<file path="src/rtl/cache_ctrl_pkg.sv">
// Shared types and elaboration-time helpers for the gen2 cache controller.
package cache_ctrl_pkg;

    // Controller states: check, evict, fill and write-through phases.
    typedef enum logic [3:0] {
        IDLE    = 4'd0,
        RD_CHK  = 4'd1,
        WR_CHK  = 4'd2,
        EV_REQ  = 4'd3,
        EV_WAIT = 4'd4,
        EV_NEXT = 4'd5,
        FL_REQ  = 4'd6,
        FL_WAIT = 4'd7,
        FL_DATA = 4'd8,
        WT_REQ  = 4'd9,
        WT_WAIT = 4'd10,
        WT_DONE = 4'd11,
        WA_DONE = 4'd12
    } state_t;

    // All single-bit control outputs, decoded together each cycle.
    typedef struct packed {
        logic dready;
        logic w;
        logic wsel;
        logic rsel;
        logic mstrobe;
        logic mrw;
        logic set_dirty;
        logic clr_dirty;
    } ctrl_out_t;

    // The memory wait counter is sized for the largest legal WAIT_CYCLES.
    localparam int WAIT_CTR_W = 8;

    function automatic bit wait_cycles_legal(input int wc);
        return (wc >= 1) && (wc <= 255);
    endfunction

    function automatic bit line_words_legal(input int lw);
        return (lw == 1) || (lw == 2) || (lw == 4) || (lw == 8);
    endfunction

    function automatic bit write_back_legal(input int wb);
        return (wb == 0) || (wb == 1);
    endfunction

    // WordIdx keeps at least one bit even for single-word lines.
    function automatic int idx_width(input int lw);
        return (lw > 1) ? $clog2(lw) : 1;
    endfunction

endpackage

</file>
<file path="src/rtl/cache_ctrl_gen2_wait_ctr.sv">
// Memory wait counter: loaded on the request cycle, counts down during the
// wait phase and pulses o_done on the last wait cycle.
module wait_ctr_p
    import cache_ctrl_pkg::*;
#(
    parameter int COUNT = 4
) (
    input  logic i_clk,
    input  logic i_rst_n,
    input  logic i_load,
    input  logic i_en,
    output logic o_done
);

    localparam logic [WAIT_CTR_W-1:0] LOAD_VAL = WAIT_CTR_W'(COUNT);

    logic [WAIT_CTR_W-1:0] r_cnt;

    // Load COUNT on the request cycle, then decrement once per wait cycle.
    always_ff @(posedge i_clk) begin
        if (!i_rst_n) begin
            r_cnt <= '0;
        end else if (i_load) begin
            r_cnt <= LOAD_VAL;
        end else if (i_en && (r_cnt != '0)) begin
            r_cnt <= r_cnt - WAIT_CTR_W'(1);
        end
    end

    // Done on the COUNT-th wait cycle, so the wait phase is exactly COUNT long.
    assign o_done = i_en && (r_cnt == WAIT_CTR_W'(1));

endmodule

</file>
<file path="src/rtl/cache_ctrl_gen2.sv">
// Cache controller: hit check, optional dirty-line eviction, line fill and
// write-through sequencing against a fixed-latency word memory.
module cache_ctrl_gen2
    import cache_ctrl_pkg::*;
#(
    parameter int WAIT_CYCLES = 4,
    parameter int LINE_WORDS  = 1,
    parameter int WRITE_BACK  = 0
) (
    input  logic                              clk,
    input  logic                              reset,
    input  logic                              Strobe,
    input  logic                              DRW,
    input  logic                              M,
    input  logic                              V,
    input  logic                              D,
    output logic                              DReady,
    output logic                              W,
    output logic                              WSel,
    output logic                              RSel,
    output logic                              MStrobe,
    output logic                              MRW,
    output logic [idx_width(LINE_WORDS)-1:0]  WordIdx,
    output logic                              SetDirty,
    output logic                              ClrDirty
);

    localparam int             IW       = idx_width(LINE_WORDS);
    localparam logic [IW-1:0]  LAST_IDX = IW'(LINE_WORDS - 1);
    localparam bit             WB       = (WRITE_BACK != 0);

    // Reject illegal parameterisations at elaboration.
    if (!wait_cycles_legal(WAIT_CYCLES)) begin : g_bad_wait
        $error("cache_ctrl_gen2: WAIT_CYCLES must be 1..255");
    end
    if (!line_words_legal(LINE_WORDS)) begin : g_bad_line
        $error("cache_ctrl_gen2: LINE_WORDS must be 1, 2, 4 or 8");
    end
    if (!write_back_legal(WRITE_BACK)) begin : g_bad_wb
        $error("cache_ctrl_gen2: WRITE_BACK must be 0 or 1");
    end

    state_t         r_state;
    state_t         w_state_nxt;
    logic [IW-1:0]  r_word_idx;
    logic [IW-1:0]  w_word_idx_nxt;
    logic           r_hit;        // write-through: line hit seen in WR_CHK
    logic           w_hit_nxt;
    logic           r_wr;         // current request is a CPU write
    logic           w_wr_nxt;
    ctrl_out_t      w_out;
    logic           w_ctr_load;
    logic           w_ctr_en;
    logic           w_ctr_done;
    logic           w_line_hit;
    logic           w_dirty_victim;
    logic           w_last;

    assign w_line_hit     = M & V;
    assign w_dirty_victim = WB & V & D;
    assign w_last         = (r_word_idx == LAST_IDX);

    wait_ctr_p #(
        .COUNT (WAIT_CYCLES)
    ) u_wait_ctr (
        .i_clk   (clk),
        .i_rst_n (reset),
        .i_load  (w_ctr_load),
        .i_en    (w_ctr_en),
        .o_done  (w_ctr_done)
    );

    // State, word index and per-request flags; reset wins over everything.
    always_ff @(posedge clk) begin
        if (!reset) begin
            r_state    <= IDLE;
            r_word_idx <= '0;
            r_hit      <= 1'b0;
            r_wr       <= 1'b0;
        end else begin
            r_state    <= w_state_nxt;
            r_word_idx <= w_word_idx_nxt;
            r_hit      <= w_hit_nxt;
            r_wr       <= w_wr_nxt;
        end
    end

    // Next-state and output decode; only the check states look at M/V.
    always_comb begin
        w_state_nxt    = r_state;
        w_word_idx_nxt = r_word_idx;
        w_hit_nxt      = r_hit;
        w_wr_nxt       = r_wr;
        w_out          = '0;
        w_ctr_load     = 1'b0;
        w_ctr_en       = 1'b0;

        case (r_state)
            IDLE: begin
                w_word_idx_nxt = '0;
                if (Strobe) begin
                    w_wr_nxt    = DRW;
                    w_hit_nxt   = 1'b0;
                    w_state_nxt = DRW ? WR_CHK : RD_CHK;
                end
            end

            RD_CHK: begin
                if (w_line_hit) begin
                    w_out.dready = 1'b1;
                    w_state_nxt  = IDLE;
                end else if (w_dirty_victim) begin
                    w_state_nxt  = EV_REQ;
                end else begin
                    w_state_nxt  = FL_REQ;
                end
            end

            WR_CHK: begin
                if (!WB) begin
                    w_hit_nxt   = w_line_hit;
                    w_state_nxt = WT_REQ;
                end else if (w_line_hit) begin
                    w_out.w         = 1'b1;
                    w_out.set_dirty = 1'b1;
                    w_out.dready    = 1'b1;
                    w_state_nxt     = IDLE;
                end else if (w_dirty_victim) begin
                    w_state_nxt = EV_REQ;
                end else begin
                    w_state_nxt = FL_REQ;
                end
            end

            EV_REQ: begin
                w_out.mstrobe = 1'b1;
                w_out.mrw     = 1'b1;
                w_out.rsel    = 1'b1;
                w_ctr_load    = 1'b1;
                w_state_nxt   = EV_WAIT;
            end

            EV_WAIT: begin
                w_out.mrw = 1'b1;
                w_ctr_en  = 1'b1;
                if (w_ctr_done) begin
                    w_state_nxt = EV_NEXT;
                end
            end

            EV_NEXT: begin
                if (w_last) begin
                    w_word_idx_nxt = '0;
                    w_state_nxt    = FL_REQ;
                end else begin
                    w_word_idx_nxt = r_word_idx + IW'(1);
                    w_state_nxt    = EV_REQ;
                end
            end

            FL_REQ: begin
                w_out.mstrobe = 1'b1;
                w_ctr_load    = 1'b1;
                w_state_nxt   = FL_WAIT;
            end

            FL_WAIT: begin
                w_ctr_en = 1'b1;
                if (w_ctr_done) begin
                    w_state_nxt = FL_DATA;
                end
            end

            FL_DATA: begin
                w_out.w    = 1'b1;
                w_out.wsel = 1'b1;
                if (w_last) begin
                    w_out.clr_dirty = 1'b1;
                    w_word_idx_nxt  = '0;
                    if (r_wr) begin
                        w_state_nxt = WA_DONE;
                    end else begin
                        w_out.dready = 1'b1;
                        w_state_nxt  = IDLE;
                    end
                end else begin
                    w_word_idx_nxt = r_word_idx + IW'(1);
                    w_state_nxt    = FL_REQ;
                end
            end

            WA_DONE: begin
                w_out.w         = 1'b1;
                w_out.set_dirty = 1'b1;
                w_out.dready    = 1'b1;
                w_state_nxt     = IDLE;
            end

            WT_REQ: begin
                w_out.mstrobe = 1'b1;
                w_out.mrw     = 1'b1;
                w_ctr_load    = 1'b1;
                w_state_nxt   = WT_WAIT;
            end

            WT_WAIT: begin
                w_out.mrw = 1'b1;
                w_ctr_en  = 1'b1;
                if (w_ctr_done) begin
                    w_state_nxt = WT_DONE;
                end
            end

            WT_DONE: begin
                w_out.dready = 1'b1;
                w_out.w      = r_hit;
                w_state_nxt  = IDLE;
            end

            default: begin
                w_word_idx_nxt = '0;
                w_state_nxt    = IDLE;
            end
        endcase
    end

    assign DReady   = w_out.dready;
    assign W        = w_out.w;
    assign WSel     = w_out.wsel;
    assign RSel     = w_out.rsel;
    assign MStrobe  = w_out.mstrobe;
    assign MRW      = w_out.mrw;
    assign SetDirty = w_out.set_dirty;
    assign ClrDirty = w_out.clr_dirty;
    assign WordIdx  = r_word_idx;

endmodule
</file>
<file path="config.mk">
export PLATFORM = sky130hd
export DESIGN_NAME = cache_ctrl_gen2
export DESIGN_NICKNAME = d
export VERILOG_FILES = /design/src/rtl/cache_ctrl_pkg.sv /design/src/rtl/cache_ctrl_gen2_wait_ctr.sv /design/src/rtl/cache_ctrl_gen2.sv
export SDC_FILE = /design/constraint.sdc
export NUM_CORES = 1
export LEC_CHECK = 0
export BUFFER_PORTS_ARGS = -buffer_cell sky130_fd_sc_hd__buf_2
export CORE_MARGIN = 2
export CORE_UTILIZATION = 55
export CTS_CLUSTER_SIZE = 12
export DETAILED_ROUTE_END_ITERATION = 8
export GPL_TIMING_DRIVEN = 0
export HOLD_SLACK_MARGIN = 0.06
export PLACE_DENSITY_LB_ADDON = 0.15
export RECOVER_POWER = 50
export REMOVE_ABC_BUFFERS = 1
export SLEW_MARGIN = 20
export SYNTH_ARGS = -nofsm -noshare
export SYNTH_HDL_FRONTEND = slang
export SYNTH_SLANG_ARGS = --single-unit
export TNS_END_PERCENT = 50
</file>
<file path="constraint.sdc">
create_clock -name clk -period 2.15 [get_ports clk]
set_clock_uncertainty 0.05 [all_clocks]
set_input_delay 0.1075 -clock clk [delete_from_list [all_inputs] [get_ports clk]]
set_output_delay 0.1075 -clock clk [all_outputs]
set_load 0.01 [all_outputs]
</file>
# Yosys cells after proc, flatten, opt, wreduce, memory -nomap -nowiden
# Cells that the tools add are included.
# totals
ff_bits	15
in_bits	7
output_inout_bits	9
word_cells	73
# op_classes
addsub	2
eq_ne	17
mux	29
n_bitwise	2
n_reduce_logical	17
# op_table
operator	count
one-hot mux 4 bit (11 select lines)	1
two-way mux 4 bit	6
== test 4 bit (second input constant)	5
== test 4 x 3 -> 1 bit (second input constant)	4
two-way mux 1 bit	13
two-way mux 3 bit	4
OR reduction 10 bit	1
== test 4 x 2 -> 1 bit (second input constant)	2
== test 8 x 1 -> 1 bit (second input constant)	1
nonzero test 8 bit	1
OR reduction 2 bit	4
subtractor 8 x 1 -> 8 bit (second input constant)	1
inequality test 2 x 1 -> 1 bit (second input constant)	3
one-hot mux 1 bit (2 select lines)	3
OR reduction 3 bit	2
== test 4 x 1 -> 1 bit (second input constant)	1
zero test 4 bit	1
AND reduction 2 bit	2
AND reduction 4 bit	1
nonzero test 2 bit	2
OR reduction 4 bit	1
one-hot mux 1 bit (3 select lines)	1
logical AND 1 bit	2
two-way mux 2 bit	1
4 further kinds	4

# Depth between registers and ports, before layout
# depth
ltp_word	6
ltp_mapped	6
ltp_nobuf	5

# By module
# Synthesis repeated with hierarchy kept, for this count alone.
# hier_totals
cells_unflattened	136
area_unflattened_um2	1027.2
# by_module_without_submodules
mod	n_inst	cells_each	area_per_inst_um2	seq_area_each_um2
cache_ctrl_gen2	1	82	565.5	120.1
wait_ctr_p	1	54	461.7	160.2

# Least setup slack after synthesis
# Ideal clock, no wire load.
# synth_path
path_kind	reg-to-reg
startpoint	register r_state[1]
endpoint	register r_state[0]
setup_ns	0.060
arrival_time_ns	1.584
required_ns	2.040
setup_slack_ns	0.456
path_stages_with_launch	7
path_buffers	2
synth_period_minus_slack_ns	1.694
cell_sequence	dfxtp_1 buf_4 and4b_1 or3_1 buf_2 a221oi_2 a32o_1
# synth_between
elab_chain_cells	6
elab_cells_between_ends	20
classes_between	eq/ne (14); mux (2); reduce/logical (4)
# synth_rtl
element	line	text
start: declaration	cache_ctrl_gen2.sv:43	state_t r_state;
start signal: assignment	cache_ctrl_gen2.sv:81	r_state <= w_state_nxt;
== test 4 x 3 -> 1 bit or == test 4 bit (tied branches)	cache_ctrl_gen2.sv:98	case (r_state)
OR reduction 3 bit (no source line)	--	
two-way mux 1 bit	cache_ctrl_gen2.sv:98	
logical AND 1 bit	cache_ctrl_gen2_wait_ctr.sv:31	assign o_done = i_en && (r_cnt == WAIT_CTR_W'(1));
inequality test 2 x 1 -> 1 bit (no source line)	--	
AND reduction 4 bit (no source line)	--	
# Parallel ways exist; a longest one is shown, timed or not.
# A chain may end at the register's enable or synchronous reset.

# Worst setup path after layout
# layout_path
startpoint	register r_state[2]
endpoint	register r_state[0]
# Same word-level chain as after synthesis.

==> metrics.yaml <==
timing:
  slew_headroom_pct: 55.4
  rsz0062_at_grt: "false"
  setup_viol: 0
  tns_ns: 0
  fmax_ghz: 0.488
  worstMarginPinSlew_ns: 0.665
  slew_violations: 0
  timing.final.ws_setup_ns: 0.0995
  period_minus_slack_ns: 2.05
  fin_crit_sh_pct: 95.4
  finalHoldViolCount: 0
setup_path:
  rrSetupSlack_ns: 0.1
  r2r_start: "r_state[2]"
  max_stage_delay_ns: 0.55
  critPathKind: "register to register"
  cp-end-kind: "register"
  critPathMaxFanout: 22
  cp-start-kind: "register"
  r2r_end: "r_state[0]"
  slowest_stage: "dfxtp_2"
  cp_cell_sequence: "and4bb_4, or3_1, a221oi_2, a32o_1"
  reg2reg_depth: 4
  crit_arrival_ns: 2.22
  required_ns: 2.32
cts:
  cts_tree: "done"
  clk_pin_slew_worst_paths_ns: 0.08
  clk_path_buf_depth: 2
  clk_latency_ns: 0.28
  cts_buffers: 3
  cts.sinks: 14
  htreeDepth: 1
  post_cts_buffers: 0
  root_buffer: "clkbuf_4"
pwr:
  power_leakage_nw: 0.449
  power_switching_share_pct: 47.6
  p_int_mw: 0.666
  powerDensity_mw_per_mm2: 1130
  vdd_drop_max_uv: 632
  combPwrFrac_pct: 50.8
  clkPwrFrac_pct: 11.7
  p_sw_mw: 0.605
  seqPwrFrac_pct: 37.5
route:
  drtPass1Iterations: 4
  num_vias: 1012
  vias_per_cell: 6.17
  ant_nets: 0
  drt-total-wl_mm: 2.31
  initialDrtViolationCount: 21
  avgRoutedWirePerCell_um: 14.1
  remaining_drc_errors: 0
synth:
  yosys_warnings: 0
  ys_seq_area_share_pct: 26.6
  synth_seq_cells: 14
  synth.distinct_cells: 48
  avgSynthCellArea_um2: 7.86
  synthesis.area_mm2: 0.00105
  postSynthCellCount: 134
  synth_edf_count: 0
  synthArstFlopShare_pct: 0
  ys.flop_type: "dfxtp_1"
global_route:
  grt_pass1_vias: 826
  grt-ovfl-total: 0
  antenna_found_initial: 0
  grt_usage_pct: 22.9
  grt_pass1_wl_mm: 3.71
  grt_max_degree: 23
floorplanning:
  io_pins: 16
  die_w_um: 47.8
  die_h_um: 47.8
  core_mm2: 0.00176
  die_area_mm2: 0.00228
  num_rows: 15
  start_util_pct: 59.7
placement:
  numPortBuffers: 13
  routabilityCongestion: 0.799
  place_ws_ns: -0.0602
  dp_hpwl_mm: 1.63
worst_hold_path:
  worstHoldStart: "M"
  hold_depth: 3
  hold_path.class: "input port to register"
  holdPathEnd: "r_hit"
finish:
  syn_to_final_growth_pct: 6.89
  final_core_util_pct: 63.8
  finalNetCount: 150
  drive_gt1_share_pct: 15.1
  fill_cells: 172
  diodes: 0
flow_run:
  drv_cap: 0
status:
  status: "completed"
## area by class of cell
type                    instances  area (µm²)  share of cell area [%]
inverters                       7        26.3                    2.33
well taps                      25        31.3                    2.78
flip-flops and latches         14         285                    25.3
multi-input cells             100         681                    60.4
clock buffers                   3        22.5                    2.00
repair buffers                 15        80.1                    7.11
## synthesized netlist by cell type (2+ instances only)
| cell | count | area, µm² |
|---|---|---|
| ha_1 | 2 | 25.0 |
| nand2_1 | 4 | 15.0 |
| o31ai_1 | 4 | 30.0 |
| a21oi_1 | 11 | 55.1 |
| a31oi_1 | 2 | 12.5 |
| and3_1 | 3 | 18.8 |
| nor2_1 | 9 | 33.8 |
| or3_1 | 3 | 18.8 |
| o21ai_1 | 2 | 10.0 |
| nand3_1 | 6 | 30.0 |
| and2_1 | 2 | 12.5 |
| a32o_1 | 3 | 30.0 |
| clkbuf_1 | 6 | 22.5 |
| a311oi_1 | 2 | 17.5 |
| buf_4 | 3 | 22.5 |
| buf_2 | 3 | 15.0 |
| xnor2_1 | 2 | 17.5 |
| dfxtp_1 | 14 | 280 |
| o21ai_0 | 7 | 35.0 |
| nor2b_1 | 2 | 12.5 |
| nor3_1 | 5 | 25.0 |
| or4_1 | 4 | 30.0 |
| mux2i_1 | 4 | 40.0 |
| inv_1 | 7 | 26.3 |
## through the flow
step | instances | hold WS, ns | total power, mW | instance area [µm²]
2_1_floorplan | 121 | 0.186 | 0.938 | 982
3_3_place_gp | 159 | 0.316 | 1.08 | 1080
3_5_place_dp | 159 | 0.352 | 1.11 | 1080
4_1_cts | 164 | 0.0958 | 1.26 | 1120
5_1_grt | 164 | 0.110 | 1.39 | 1130
6_report | 164 | 0.101 | 1.27 | 1130
## layout by cell type (no fill, tap or decap), types with 3 or more instances in the layout
cell type,synthesis,layout
nand2_1,4,4
nand3_1,6,6
a32o_1,3,3
and3_1,3,3
dfxtp_2,0,4
mux2i_1,4,4
o31ai_1,4,4
or4_1,4,4
clkbuf_4,0,3
a21oi_1,11,11
nor2_1,9,9
inv_1,7,7
or3_1,3,3
dfxtp_1,14,10
nor3_1,5,4
clkbuf_1,6,4
buf_2,3,9
o21ai_0,7,7
## metal layers
metal | vias up | routed length, µm | part of all wire [%] | GRT usage [%]
met5 | - | 0 | 0 | 0
met4 | 0 | 18 | 0.78 | 6.49
met3 | 4 | 93 | 4.0 | 3.40
met2 | 23 | 1020 | 44 | 33.1
met1 | 464 | 1170 | 51 | 34.9
li1 | 521 | - | - | -
## worst max-delay path, delay by kind of cell, from the launching register on
kind	cells	cell delay (ns)
AND/OR/NAND/NOR	2	0.77
flip-flops	1	0.55
AO/OA/AOI/OAI	2	0.61
## flip-flops by register name (all words and copies together) (netlist names)
register	cells
u_wait_ctr.r_cnt	8
r_wr	1
r_state	4
r_hit	1
## power by group through the flow
stage / clock [mW] / combinational [mW] / sequential [mW]
3_5_place_dp: 0 / 0.639 / 0.468
2_1_floorplan: 0 / 0.511 / 0.427
6_report: 0.148 / 0.646 / 0.477
5_1_grt: 0.167 / 0.730 / 0.488
3_3_place_gp: 0 / 0.617 / 0.462
4_1_cts: 0.155 / 0.645 / 0.464
## worst max path at each step
stage | slack, ns | to | startpoint | depth (start not counted)
after floorplan | 0.20 | r_state[0] | r_state[3] | 4
after global placement | -0.03 | r_state[0] | r_state[3] | 4
after detailed placement | -0.06 | r_state[0] | r_state[3] | 4
after CTS | 0.002 | r_state[3] | r_state[1] | 4
after global routing | 0.01 | r_state[0] | r_state[3] | 4
final | 0.1 | r_state[0] | r_state[2] | 4
## kinds of logic (layout without fill, tap and decap cells)
group | count (synthesis) | count (layout) | share of synthesized area (%)
AOI/OAI and AO/OA | 40 | 40 | 25.4
muxes | 4 | 4 | 3.80
and+or+nand+nor | 50 | 50 | 29.7
xor gates and xnor gates | 3 | 3 | 2.49
buffers and inverters | 20 | 25 | 9.26
DFF | 14 | 14 | 26.6
adders and majority gates | 2 | 2 | 2.37
other | 1 | 1 | 0.356
## timing repair
item                                   in CTS  in global routing
hold buffers                                2                  0
setup endpoints to repair                   7                  7
endpoints found under the hold margin       2                  0
gates resized for setup                     2                  3
Power figures use the tool's default switching activity.
